$ cat src/rtl/hazard_pkg.sv
// hazard_pkg: shared definitions for the pipeline hazard controller.
//   - forwarding select codes for the EX operand muxes
//   - scoreboard stage-tag structs (EX tag carries source-usage fields)
package hazard_pkg;

    localparam int unsigned TAG_RW = 5;  // register index width inside tags
    localparam int unsigned SEL_W  = 2;  // forwarding select width

    localparam logic [SEL_W-1:0] FWD_RF  = 2'b00;
    localparam logic [SEL_W-1:0] FWD_MEM = 2'b01;
    localparam logic [SEL_W-1:0] FWD_WB  = 2'b10;

    // Occupant of MEM or WB: just enough to know what it will write.
    typedef struct packed {
        logic              valid;
        logic [TAG_RW-1:0] rd;
        logic              rdEn;
        logic              load;
        logic              mem_op;
    } stage_tag_t;

    // Occupant of EX: also remembers which sources it reads.
    typedef struct packed {
        stage_tag_t        base;
        logic [TAG_RW-1:0] rs1;
        logic [TAG_RW-1:0] rs2;
        logic              rs1_read;
        logic              rs2_read;
    } ex_tag_t;

endpackage

$ cat src/rtl/hazard_ctrl_fwd_select.sv
// fwd_select: combinational forwarding select for one EX operand.
// Ports:
//   ex_valid  in   EX occupant is a real instruction
//   rs        in   source index of this operand
//   rs_read   in   operand is actually read
//   mem_tag   in   EX/MEM occupant tag
//   wb_tag    in   MEM/WB occupant tag
//   sel       out  FWD_RF / FWD_MEM / FWD_WB
module fwd_select
    import hazard_pkg::*;
(
    input  logic              ex_valid,
    input  logic [TAG_RW-1:0] rs,
    input  logic              rs_read,
    input  stage_tag_t        mem_tag,
    input  stage_tag_t        wb_tag,
    output logic [SEL_W-1:0]  sel
);

    always_comb begin
        sel = FWD_RF;
        // x0 is never forwarded; a load in MEM has no data yet, so it
        // falls through to the WB check.
        if (ex_valid && rs_read && (rs != '0)) begin
            if (mem_tag.valid && mem_tag.rdEn && !mem_tag.load && (mem_tag.rd == rs))
                sel = FWD_MEM;
            else if (wb_tag.valid && wb_tag.rdEn && (wb_tag.rd == rs))
                sel = FWD_WB;
        end
    end

endmodule

$ cat src/rtl/hazard_ctrl.sv
// hazard_ctrl: stall / flush / freeze / forwarding controller for the
// 5-stage pipeline. Tracks EX, MEM and WB occupants in a private scoreboard.
// Ports:
//   clk, rst_n                  clock, async active-low reset
//   id_*                        decode-stage instruction fields
//   ex_redirect                 taken branch/jump resolved in EX
//   dm_ready                    data memory finishes MEM access this cycle
//   pc_stall, ifid_stall        hold PC / IF-ID
//   ifid_flush, idex_flush      bubble into IF-ID / ID-EX
//   pipe_freeze                 hold ID-EX, EX-MEM, MEM-WB
//   fwd_a_sel, fwd_b_sel        EX operand sources
//   wb_rdEn_q                   WB occupant writes the register file
module hazard_ctrl
    import hazard_pkg::*;
#(
    parameter int unsigned REG_AW = 5,
    parameter int unsigned FWD_W  = 2
) (
    input  logic              clk,
    input  logic              rst_n,
    input  logic              id_valid,
    input  logic [REG_AW-1:0] id_rs1,
    input  logic [REG_AW-1:0] id_rs2,
    input  logic              id_rs1_read,
    input  logic              id_rs2_read,
    input  logic [REG_AW-1:0] id_rd,
    input  logic              id_rdEn,
    input  logic              id_DMread,
    input  logic              id_DMwrite,
    input  logic              ex_redirect,
    input  logic              dm_ready,
    output logic              pc_stall,
    output logic              ifid_stall,
    output logic              ifid_flush,
    output logic              idex_flush,
    output logic              pipe_freeze,
    output logic [FWD_W-1:0]  fwd_a_sel,
    output logic [FWD_W-1:0]  fwd_b_sel,
    output logic              wb_rdEn_q
);

    ex_tag_t    ex_q;
    stage_tag_t mem_q;
    stage_tag_t wb_q;
    ex_tag_t    id_tag;

    logic redirect;
    logic mem_wait;
    logic load_use;

    always_comb begin
        // Redirect is masked by reset so every control reads 0 during reset.
        redirect = ex_redirect & rst_n;
        mem_wait = mem_q.valid & mem_q.mem_op & ~dm_ready;
        load_use = id_valid & ex_q.base.valid & ex_q.base.load & ex_q.base.rdEn
                 & (ex_q.base.rd != '0)
                 & ((id_rs1_read & (id_rs1 == ex_q.base.rd)) |
                    (id_rs2_read & (id_rs2 == ex_q.base.rd)));

        pc_stall    = 1'b0;
        ifid_stall  = 1'b0;
        ifid_flush  = 1'b0;
        idex_flush  = 1'b0;
        pipe_freeze = 1'b0;
        if (mem_wait) begin
            pipe_freeze = 1'b1;
            pc_stall    = 1'b1;
            ifid_stall  = 1'b1;
        end else if (redirect) begin
            ifid_flush  = 1'b1;
            idex_flush  = 1'b1;
        end else if (load_use) begin
            pc_stall    = 1'b1;
            ifid_stall  = 1'b1;
            idex_flush  = 1'b1;
        end
    end

    always_comb begin
        id_tag               = '0;
        id_tag.base.valid    = id_valid;
        id_tag.base.rd       = id_rd;
        id_tag.base.rdEn     = id_rdEn;
        id_tag.base.load     = id_DMread;
        id_tag.base.mem_op   = id_DMread | id_DMwrite;
        id_tag.rs1           = id_rs1;
        id_tag.rs2           = id_rs2;
        id_tag.rs1_read      = id_rs1_read;
        id_tag.rs2_read      = id_rs2_read;
    end

    always_ff @(posedge clk or negedge rst_n) begin
        if (!rst_n) begin
            ex_q  <= '0;
            mem_q <= '0;
            wb_q  <= '0;
        end else if (!mem_wait) begin
            wb_q  <= mem_q;
            mem_q <= ex_q.base;
            if (redirect || load_use || !id_valid)
                ex_q <= '0;
            else
                ex_q <= id_tag;
        end
    end

    assign wb_rdEn_q = wb_q.valid & wb_q.rdEn;

    fwd_select u_fwd_a (
        .ex_valid (ex_q.base.valid),
        .rs       (ex_q.rs1),
        .rs_read  (ex_q.rs1_read),
        .mem_tag  (mem_q),
        .wb_tag   (wb_q),
        .sel      (fwd_a_sel)
    );

    fwd_select u_fwd_b (
        .ex_valid (ex_q.base.valid),
        .rs       (ex_q.rs2),
        .rs_read  (ex_q.rs2_read),
        .mem_tag  (mem_q),
        .wb_tag   (wb_q),
        .sel      (fwd_b_sel)
    );

endmodule
$ cat config.mk
export PLATFORM = sky130hd
export DESIGN_NAME = hazard_ctrl
export DESIGN_NICKNAME = d
export VERILOG_FILES = /design/src/rtl/hazard_pkg.sv /design/src/rtl/hazard_ctrl_fwd_select.sv /design/src/rtl/hazard_ctrl.sv
export SDC_FILE = /design/constraint.sdc
export NUM_CORES = 1
export LEC_CHECK = 0
export BUFFER_PORTS_ARGS = -buffer_cell sky130_fd_sc_hd__buf_2
export CAP_MARGIN = 20
export CORE_MARGIN = 2
export CORE_UTILIZATION = 50
export CTS_CLUSTER_DIAMETER = 200
export DETAILED_ROUTE_END_ITERATION = 6
export PLACE_DENSITY = 0.72
export SLEW_MARGIN = 10
export SYNTH_ARGS = -nofsm -noshare
export SYNTH_HDL_FRONTEND = slang
export SYNTH_SLANG_ARGS = --single-unit
$ cat constraint.sdc
create_clock -name clk -period 2.2 [get_ports clk]
set_clock_uncertainty 0.1 [all_clocks]
set_input_delay 0.44 -clock clk [delete_from_list [all_inputs] [get_ports clk]]
set_output_delay 0.44 -clock clk [all_outputs]
set_load 0.005 [all_outputs]
==> run_results.csv, run 1 <==
group,metric,value,unit
critical_path,arrival,1.75,ns
clock_tree,clk_path_buf_depth,2,
power_and_ir_drop,p_int,1.57,mW
layout,layout_commonest_cell,"buf_2",
routing,routedWlPerCell,16.2,um
die,initial_utilization,51.1,%
critical_path,crit_path_end_kind,"primary output",
layout,areaGrowthSynthToFinish,20.5,%
sta,setup_violations,6,
clock_tree,insertion_delay,0.29,ns
clock_tree,cts_sinks,37,
die,die-width,70.0,um
critical_path,required,1.66,ns
power_and_ir_drop,power_switching,0.844,mW
global_routing,grt_pass1_wl,8.85,mm
routing,viasPerCell,5.76,
power_and_ir_drop,irDropWorstVdd,0.485,mV
power_and_ir_drop,power.leakage,1.15,nW
global_routing,antenna_found_initial,0,
sta,whs,0.147,ns
critical_path,critical_path_depth,4,
sta,rsz0062_at_grt,"true",
sta,fmax,437,MHz
layout,most-common-layout-cells,"buf_2 (34), dfrtp_1 (33), buf_4 (26), nand2_1 (24), xnor2_1 (22)",
sta,worst_pin_slew,0.471,ns
synth,syn_area,2180,um^2
global_routing,grt_max_degree,43,
layout,insertedDiodeCount,0,
synth,synth_cells,217,
place,io_buffers,34,
power_and_ir_drop,pwr-share-comb,36.9,%
synth,synth_top_area_cell,"dfrtp_1",
synth,seq_area_frac_synth,42.5,%
min_path,hold_path_class,"in2async",
synth,yosysWarnings,0,
job,drv_cap,0,
run_status,violations,"setup timing",
critical_path,r2r-end,"ex_q[0]$_DFFE_PN0N_",
die,coreArea,4260,um^2
sta,hold_viol_final,0,
synth,ys_types,36,
synth,synth_seq_cells,37,
die,die-area,4910,um^2
power_and_ir_drop,sequentialPowerShare,43.9,%
power_and_ir_drop,p_per_area,919,nW/um^2
global_routing,grt_pass1_vias,1799,
power_and_ir_drop,netSwitchingFraction,34.9,%
clock_tree,cts_buffers,5,
layout,drive_gt1_share,35.7,%
sta,timing.final.crit_share,104,%
critical_path,r2r_slack,0.38,ns
critical_path,worstSetupStartpointType,"register",
synth,synth.avg_cell_area,10.0,um^2
critical_path,slowest_delay,0.55,ns
power_and_ir_drop,p_clk_share,19.2,%
critical_path,reg2reg_depth,5,
run_status,outcome,"finished, violations left",
sta,fin_crit,2.29,ns
critical_path,crit_fanout,3,
global_routing,grt_usage,23.2,%
layout,multiInputGateArea,1180,um^2
place,gp_congestion,0.813,
power_and_ir_drop,power,2.41,mW
layout,layout.cells.non_filler,321,
critical_path,cp_slowest_cell,"or4_4",
global_routing,overflow,0,
sta,setup_slack,-0.0879,ns
layout,layout.nets,293,
routing,route.vias.total,1848,
critical_path,critical_path.cell_chain,"xor2_1, or4_4, nor4_1, buf_2",
critical_path,path_class,"reg2out",
synth,ys_top_cells_by_area,"dfrtp_1 (42%), xnor2_1 (8.8%), a32oi_1 (7.6%)",
sta,timing.slew.headroom,68.6,%
clock_tree,tritoncts,"done",
routing,drtIter0Drc,92,
die,die_h,70.0,um
synth,synth_top_area_share,42.5,%
routing,firstDrtPassIters,4,
critical_path,path_delay_family,"simple AND/OR/NAND/NOR gates",
routing,drc,0,
critical_path,critical_path_buf_inv_count,1,
die,num_rows,24,
clock_tree,h-tree-depth,2,
synth,synthesis.nets,242,
sta,slew_violations,0,
layout,layout.area.seq,931,um^2
place,dpl.cell_count,300,
clock_tree,cts-root-buf,"clkbuf_8",
routing,drt_wl_total,5.22,mm
layout,n_fill_cell,372,
clock_tree,clk_pin_slew_worst_paths,0.08,ns
critical_path,r2r-start,"ex_q[16]$_DFFE_PN0N_",
die,io_pins,35,
routing,ant_nets,0,
place,dp_hpwl,3.56,mm
-- Yosys cell counts --
library cell,instances
dfrtp_1,37
nand2_1,24
xnor2_1,22
o21ai_1,21
and2_1,20
a32oi_1,19
mux2_2,13
clkbuf_1,8
xor2_1,8
nand4_1,4
buf_2,3
buf_6,3
nand3_1,3
nor4_1,3
or4_1,3
a21o_1,2
a41oi_1,2
nor2_1,2
o211ai_1,2
or2_2,2
a21oi_1,1
and3b_1,1
and4_1,1
buf_4,1
clkbuf_8,1
inv_1,1
nand3b_1,1
nor2_2,1
nor2b_1,1
nor3_1,1
nor4b_1,1
o21a_1,1
o21ai_4,1
o22ai_1,1
o31a_1,1
or4_4,1
-- worst max-delay path by stage --
stage / startpoint / end / slack [ns]
final: mem_q[3]$_DFFE_PN0N_ / fwd_a_sel[0] / -0.09
after global routing: mem_q[3]$_DFFE_PN0N_ / fwd_a_sel[1] / -0.16
after CTS: ex_q[16]$_DFFE_PN0N_ / pc_stall / -0.09
after detailed placement: ex_q[16]$_DFFE_PN0N_ / pc_stall / 0.16
after global placement: ex_q[16]$_DFFE_PN0N_ / ifid_stall / 0.17
after floorplan: ex_q[16]$_DFFE_PN0N_ / pc_stall / 0.14
-- state kept, by name, summed over array words and instances (netlist names) --
register / flops
ex_q: 21
mem_q: 9
wb_q: 7
-- stage by stage --
stage / setup slack, ns / utilization [%] / cell area (um^2) / setup TNS, ns
2_1_floorplan: 0.138 / - / 2180 / 0
3_3_place_gp: 0.174 / 56.7 / 2420 / 0
3_5_place_dp: 0.155 / 56.7 / 2420 / 0
4_1_cts: -0.0933 / 61.4 / 2620 / -0.425
5_1_grt: -0.162 / 61.6 / 2630 / -0.964
6_report: -0.0879 / 61.6 / 2630 / -0.407
-- cells by family after synthesis --
| group | Yosys count | share of synthesized area, % |
|---|---|---|
| and+or+nand+nor | 69 | 17.4 |
| muxes | 13 | 6.71 |
| buffers and inverters | 17 | 4.76 |
| AOI/OAI and AO/OA | 51 | 16.6 |
| xor gates and xnor gates | 30 | 12.0 |
| DFF | 37 | 42.5 |
-- repair_timing --
action | CTS | global route
pin swaps | 8 | 4
buffers inserted | 13 | 0
hold buffers | 0 | 0
resized for setup | 7 | 2
endpoints found under the setup margin | 7 | 7
-- per-layer routing --
| layer | up-vias | part of all wire (%) | GRT usage [%] |
|---|---|---|---|
| li1 | 888 | - | - |
| met1 | 896 | 44 | 32.2 |
| met2 | 55 | 49 | 36.1 |
| met3 | 9 | 5.2 | 4.76 |
| met4 | 0 | 2.2 | 8.33 |
| met5 | - | 0 | 0 |
-- power groups by stage --
stage	Sequential (mW)	Clock, mW	Combinational, mW
CTS	1.05	0.469	0.886
floorplan	1.03	0	0.584
finish	1.06	0.464	0.891
global route	1.09	0.514	0.983
detailed placement	1.09	0	0.760
global placement	1.09	0	0.746
-- cell type report --
cell class	count	area share, %
Multi-Input combinational cell	163	44.8
Sequential cell	37	35.4
Timing Repair Buffer	60	13.9
Clock buffer	5	2.62
Tap cell	52	2.48
Clock inverter	3	0.667
Inverter	1	0.143
Note: power is estimated with default switching activity, not from simulation.
==> inputs of run 2 (changes only) <==
--- a/config.mk
+++ b/config.mk
@@ -15,4 +15,5 @@
 export SLEW_MARGIN = 10
 export SYNTH_ARGS = -nofsm -noshare
 export SYNTH_HDL_FRONTEND = slang
+export SYNTH_HIERARCHICAL = 1
 export SYNTH_SLANG_ARGS = --single-unit
==> run 2 against run 1 <==
Effect of this change: routed wire length rose by 10%; via count grew 4.2%; synthesized area grew 2.4%; count of clock-buffer cells in the layout up 2; total power is 5.6% higher; setup slack worse by 0.061 ns; sequential power about the same; the run still ends with setup timing left.
==> run_results.csv, run 2 <==
group,metric,value,unit
critical_path,path_class,"reg2out",
layout,layout.cells.non_filler,321,
die,initial_utilization,51.6,%
critical_path,arrival,1.81,ns
critical_path,cp_slowest_cell,"or4_4",
place,gp_congestion,0.810,
sta,setup_slack,-0.149,ns
global_routing,grt_pass1_vias,1887,
power_and_ir_drop,power.leakage,1.15,nW
critical_path,reg2reg_depth,5,
critical_path,r2r-start,"ex_q[19]$_DFFE_PN0N_",
clock_tree,cts_sinks,37,
die,die_h,70.8,um
layout,areaGrowthSynthToFinish,20.7,%
die,die-area,5010,um^2
global_routing,antenna_found_initial,0,
routing,drt_wl_total,5.74,mm
critical_path,crit_path_end,"fwd_a_sel[1]",
sta,worst_pin_slew,0.475,ns
critical_path,path_delay_family,"simple AND/OR/NAND/NOR gates",
critical_path,r2r_slack,0.36,ns
layout,top_register,"ex_q",
sta,timing.final.crit_share,107,%
layout,n_fill_cell,358,
layout,drive_gt1_share,36.1,%
run_status,violations,"setup timing",
sta,setup_violations,7,
sta,timing.slew.headroom,68.3,%
global_routing,overflow,0,
place,io_buffers,34,
power_and_ir_drop,power_switching,0.881,mW
synth,synth.avg_cell_area,10.1,um^2
clock_tree,insertion_delay,0.29,ns
routing,ant_nets,0,
layout,postLayoutCoreUtil,62.3,%
job,drv_cap,0,
critical_path,critical_path_depth,5,
layout,reg.largest.list,"ex_q: 21 flops, mem_q: 9 flops, wb_q: 7 flops",
layout,most-common-layout-cells,"buf_2 (34), dfrtp_1 (33), xnor2_1 (27), buf_4 (23), o21ai_0 (21)",
run_status,outcome,"finished, violations left",
synth,synth_cells,220,
power_and_ir_drop,pwr-share-comb,37.3,%
routing,viasPerCell,6.00,
critical_path,crit_fanout,3,
critical_path,startpoint,"mem_q[7]$_DFFE_PN0N_",
sta,hold_viol_final,0,
min_path,hold_path_class,"in2async",
power_and_ir_drop,netSwitchingFraction,34.6,%
clock_tree,tritoncts,"done",
global_routing,grt_pass1_wl,9.40,mm
layout,layout.nets,293,
layout,insertedDiodeCount,0,
die,coreArea,4320,um^2
synth,syn_area,2230,um^2
place,dp_hpwl,3.84,mm
synth,yosysWarnings,6,
die,num_rows,24,
critical_path,required,1.66,ns
sta,rsz0062_at_grt,"true",
sta,fmax,426,MHz
routing,drtIter0Drc,228,
layout,multiInputGateArea,1220,um^2
critical_path,critical_path_buf_inv_count,1,
power_and_ir_drop,p_per_area,946,nW/um^2
critical_path,r2r-end,"ex_q[11]$_DFFE_PN0N_",
sta,slew_violations,0,
power_and_ir_drop,p_clk_share,20.5,%
layout,largest_reg_flops,21,
die,io_pins,35,
routing,drc,0,
power_and_ir_drop,sequentialPowerShare,42.2,%
sta,fin_crit,2.35,ns
routing,route.vias.total,1925,
clock_tree,h-tree-depth,2,
global_routing,grt_max_degree,43,
critical_path,slowest_delay,0.45,ns
layout,layout_commonest_cell,"buf_2",
sta,whs,0.186,ns
critical_path,worstSetupStartpointType,"register",
routing,firstDrtPassIters,4,
clock_tree,clk_pin_slew_worst_paths,0.07,ns
synth,synthesis.nets,245,
place,dpl.cell_count,302,
global_routing,grt_usage,24.3,%
critical_path,critical_path.cell_chain,"xnor2_1, nand4_1, or4_4, nor4b_4, buf_2",
routing,routedWlPerCell,17.9,um
power_and_ir_drop,irDropWorstVdd,0.409,mV
critical_path,crit_path_end_kind,"primary output",
die,die-width,70.8,um
power_and_ir_drop,p_int,1.67,mW
clock_tree,cts_buffers,5,
layout,layout.area.seq,931,um^2
clock_tree,cts-root-buf,"clkbuf_8",
clock_tree,clk_path_buf_depth,2,
==> run 2: cell types whose count changed in the layout (fill, tap and decap cells not counted), moves of 3 or more <==
cell / delta
buf_4: -3
o21ai_0: +21
xor2_1: -6
a32oi_1: -10
a41oi_1: +10
nor4_1: -3
nand2_1: -10
o21ai_1: -21
nand3_1: +11
xnor2_1: +5
==> run 2: stage by stage <==
| step | TNS, ns | worst slack [ns] | power [mW] | instance area [um^2] |
|---|---|---|---|---|
| after CTS | -0.704 | -0.121 | 2.49 | 2640 |
| after global routing | -1.03 | -0.193 | 2.69 | 2700 |
| after floorplan | 0 | 0.138 | 1.65 | 2230 |
| after detailed placement | 0 | 0.0442 | 1.91 | 2460 |
| final | -0.643 | -0.149 | 2.55 | 2700 |
| after global placement | 0 | 0.142 | 1.88 | 2460 |
==> run 2: worst min-delay path by stage <==
stage	start	end	slack, ns	depth (start not counted)
floorplan	rst_n	ex_q[0]$_DFFE_PN0N_	0.04	0
global placement	ex_q[12]$_DFFE_PN0N_	mem_q[0]$_DFFE_PN0N_	0.37	1
detailed placement	ex_q[12]$_DFFE_PN0N_	mem_q[0]$_DFFE_PN0N_	0.36	1
CTS	rst_n	wb_q[7]$_DFFE_PN0N_	0.20	2
global route	rst_n	mem_q[4]$_DFFE_PN0N_	0.23	2
finish	rst_n	wb_q[2]$_DFFE_PN0N_	0.19	2
==> run 2: what timing repair did <==
action | 4_1_cts | 5_1_grt
setup buffers | 7 | 4
pin swaps | 15 | 9
setup endpoints to repair | 7 | 7
resized for setup | 6 | 6
hold buffers | 0 | 0
==> run 2: power groups by stage <==
stage	Clock, mW	Combinational (mW)	Sequential (mW)
floorplan	0	0.607	1.04
global placement	0	0.808	1.08
detailed placement	0	0.819	1.09
CTS	0.534	0.889	1.07
global route	0.557	1.03	1.10
finish	0.522	0.950	1.08
==> run 2: area by class of cell <==
type / count / share of cell area [%]
well taps: 52 / 2.41
clock buffers: 7 / 3.57
inverters: 1 / 0.139
flip-flops and latches: 37 / 34.5
clock inverters: 1 / 0.186
multi-input cells: 164 / 45.3
repair buffers: 59 / 13.9
==> run 2: metal layers <==
metal / vias to the layer above / GRT usage (%) / wire, um
met4: 0 / 8.81 / 87
met2: 71 / 38.6 / 2750
li1: 895 / - / -
met1: 951 / 32.6 / 2560
met3: 8 / 5.70 / 330
met5: - / 0 / 0
==> inputs of run 3 (changes only) <==
--- a/config.mk
+++ b/config.mk
@@ -8,11 +8,10 @@
 export BUFFER_PORTS_ARGS = -buffer_cell sky130_fd_sc_hd__buf_2
 export CAP_MARGIN = 20
 export CORE_MARGIN = 2
-export CORE_UTILIZATION = 50
+export CORE_UTILIZATION = 48
 export CTS_CLUSTER_DIAMETER = 200
 export DETAILED_ROUTE_END_ITERATION = 6
-export PLACE_DENSITY = 0.72
-export SLEW_MARGIN = 10
+export PLACE_DENSITY = 0.69
 export SYNTH_ARGS = -nofsm -noshare
 export SYNTH_HDL_FRONTEND = slang
 export SYNTH_HIERARCHICAL = 1
==> run 3 against run 2 <==
Effect of this change: the flow still finishes with violations (setup timing); largest cell class unchanged; sequential share of layout area fell by 0.35 points; non-clock buffer count increased by 2; critical endpoint is now fwd_a_sel[0]; die area up 3.9%; first-iteration DRC count fell by 43%.
==> run_results.csv, run 3 (synthesis results as in run 2) <==
group,metric,value,unit
sta,worst_pin_slew,0.487,ns
critical_path,cp_slowest_cell,"or4_1",
critical_path,r2r-end,"ex_q[8]$_DFFE_PN0N_",
critical_path,required,1.66,ns
global_routing,grt_max_degree,43,
power_and_ir_drop,p_int,1.72,mW
global_routing,overflow,0,
sta,fmax,434,MHz
die,die_h,72.2,um
layout,layout.nets,295,
power_and_ir_drop,power,2.60,mW
layout,final_area,2740,um^2
place,dp_hpwl,3.66,mm
sta,setup_slack,-0.106,ns
global_routing,grt_pass1_vias,1747,
clock_tree,cts_buffers,5,
die,io_pins,35,
routing,drc,0,
power_and_ir_drop,sequentialPowerShare,42.5,%
job,drv_cap,0,
critical_path,worstSetupStartpointType,"register",
die,num_rows,24,
layout,areaGrowthSynthToFinish,22.6,%
routing,ant_nets,0,
routing,routedWlPerCell,16.8,um
routing,wl_met3,305,um
routing,drt_wl_total,5.44,mm
critical_path,critical_path.cell_chain,"or4_1, o211ai_1, nor2_1, buf_2",
sta,setup_violations,7,
critical_path,reg2reg_depth,6,
die,coreArea,4410,um^2
routing,route.vias.total,1884,
routing,firstDrtPassIters,5,
critical_path,slowest_delay,0.52,ns
layout,largest_reg_flops,21,
clock_tree,h-tree-depth,2,
critical_path,r2r_slack,0.36,ns
routing,viasPerCell,5.83,
die,die-area,5210,um^2
run_status,outcome,"finished, violations left",
place,io_buffers,34,
global_routing,antenna_found_initial,0,
clock_tree,clk_pin_slew_worst_paths,0.08,ns
sta,timing.final.crit_share,105,%
power_and_ir_drop,power_switching,0.878,mW
clock_tree,cts_sinks,37,
critical_path,critical_path_buf_inv_count,1,
power_and_ir_drop,pwr-share-comb,34.4,%
layout,n_fill_cell,360,
sta,fin_crit,2.31,ns
layout,reg.largest.list,"ex_q: 21 flops, mem_q: 9 flops, wb_q: 7 flops",
power_and_ir_drop,p_clk_share,23.2,%
run_status,violations,"setup timing",
routing,wl_met1,2.52,mm
global_routing,grt_usage,22.3,%
critical_path,crit_fanout,4,
min_path,hold_path_class,"in2async",
clock_tree,insertion_delay,0.29,ns
routing,drtIter0Drc,131,
clock_tree,cts-root-buf,"clkbuf_8",
sta,hold_viol_final,0,
critical_path,arrival,1.77,ns
routing,top_layer,"met4",
power_and_ir_drop,irDropWorstVdd,0.459,mV
layout,layout_commonest_cell,"buf_2",
power_and_ir_drop,p_per_area,949,nW/um^2
sta,rsz0062_at_grt,"true",
layout,insertedDiodeCount,0,
die,initial_utilization,50.6,%
critical_path,path_delay_family,"simple AND/OR/NAND/NOR gates",
place,dpl_cell_area,2460,um^2
sta,whs,0.135,ns
critical_path,r2r-start,"ex_q[16]$_DFFE_PN0N_",
sta,slew_violations,0,
layout,drive_gt1_share,38.7,%
power_and_ir_drop,netSwitchingFraction,33.8,%
global_routing,grt_pass1_wl,8.87,mm
critical_path,path_class,"reg2out",
place,gp_congestion,0.896,
critical_path,crit_path_end_kind,"primary output",
layout,top_register,"ex_q",
layout,most-common-layout-cells,"buf_2 (34), dfrtp_1 (29), buf_4 (25), xnor2_1 (24), o21ai_0 (21)",
sta,timing.slew.headroom,67.5,%
power_and_ir_drop,power.leakage,1.16,nW
die,die-width,72.2,um
clock_tree,clk_path_buf_depth,2,
clock_tree,tritoncts,"done",
routing,met2_length,2.57,mm
run 3: cell types whose count changed in the layout (fill, tap and decap cells not counted), sizes merged:
cell and change:
buf +2, bufinv +1, clkbuf -2, clkinvlp +1
run 3: final cells by class:
type | instances | area (um^2) | area share (%)
Clock inverter | 3 | 46.3 | 1.69
Tap cell | 52 | 65.1 | 2.38
Sequential cell | 37 | 936 | 34.2
Inverter | 1 | 3.75 | 0.137
Timing Repair Buffer | 61 | 389 | 14.2
Clock buffer | 5 | 68.8 | 2.51
Multi-Input combinational cell | 164 | 1230 | 44.9
run 3: per-layer routing:
| metal | GRT usage [%] | vias up |
|---|---|---|
| li1 | - | 902 |
| met1 | 31.7 | 913 |
| met2 | 34.5 | 65 |
| met3 | 5.42 | 4 |
| met4 | 5.66 | 0 |
| met5 | 0 | - |
run 3: through the flow:
stage | setup WS, ns | cells | utilization [%] | setup TNS, ns
after global routing | -0.178 | 323 | 62.0 | -1.05
after floorplan | 0.138 | 220 | - | 0
after detailed placement | 0.0943 | 302 | 55.8 | 0
final | -0.106 | 323 | 62.0 | -0.581
after global placement | 0.0976 | 302 | 55.8 | 0
after CTS | -0.125 | 320 | 60.5 | -0.707
run 3: worst max path at each step:
stage                                     from            to  depth (start not counted)
after global placement    mem_q[3]$_DFFE_PN0N_  fwd_a_sel[1]                          5
after floorplan           ex_q[16]$_DFFE_PN0N_      pc_stall                          5
final                      ex_q[8]$_DFFE_PN0N_  fwd_a_sel[0]                          4
after detailed placement  mem_q[3]$_DFFE_PN0N_  fwd_a_sel[1]                          5
after CTS                 ex_q[16]$_DFFE_PN0N_    idex_flush                          5
after global routing       ex_q[8]$_DFFE_PN0N_  fwd_a_sel[1]                          4
run 3: timing repair:
action                                 CTS  global route
pin swaps                               14             8
buffers inserted                        10             3
gates resized for setup                  7            10
hold buffers                             0             0
endpoints found under the hold margin    0             0
setup endpoints to repair                7             7
run 3: power groups by stage:
stage	sequential, mW	clock, mW	combinational (mW)
6_report	1.10	0.602	0.894
5_1_grt	1.13	0.641	0.980
4_1_cts	1.09	0.609	0.850
3_5_place_dp	1.10	0	0.786
3_3_place_gp	1.10	0	0.776
2_1_floorplan	1.04	0	0.607
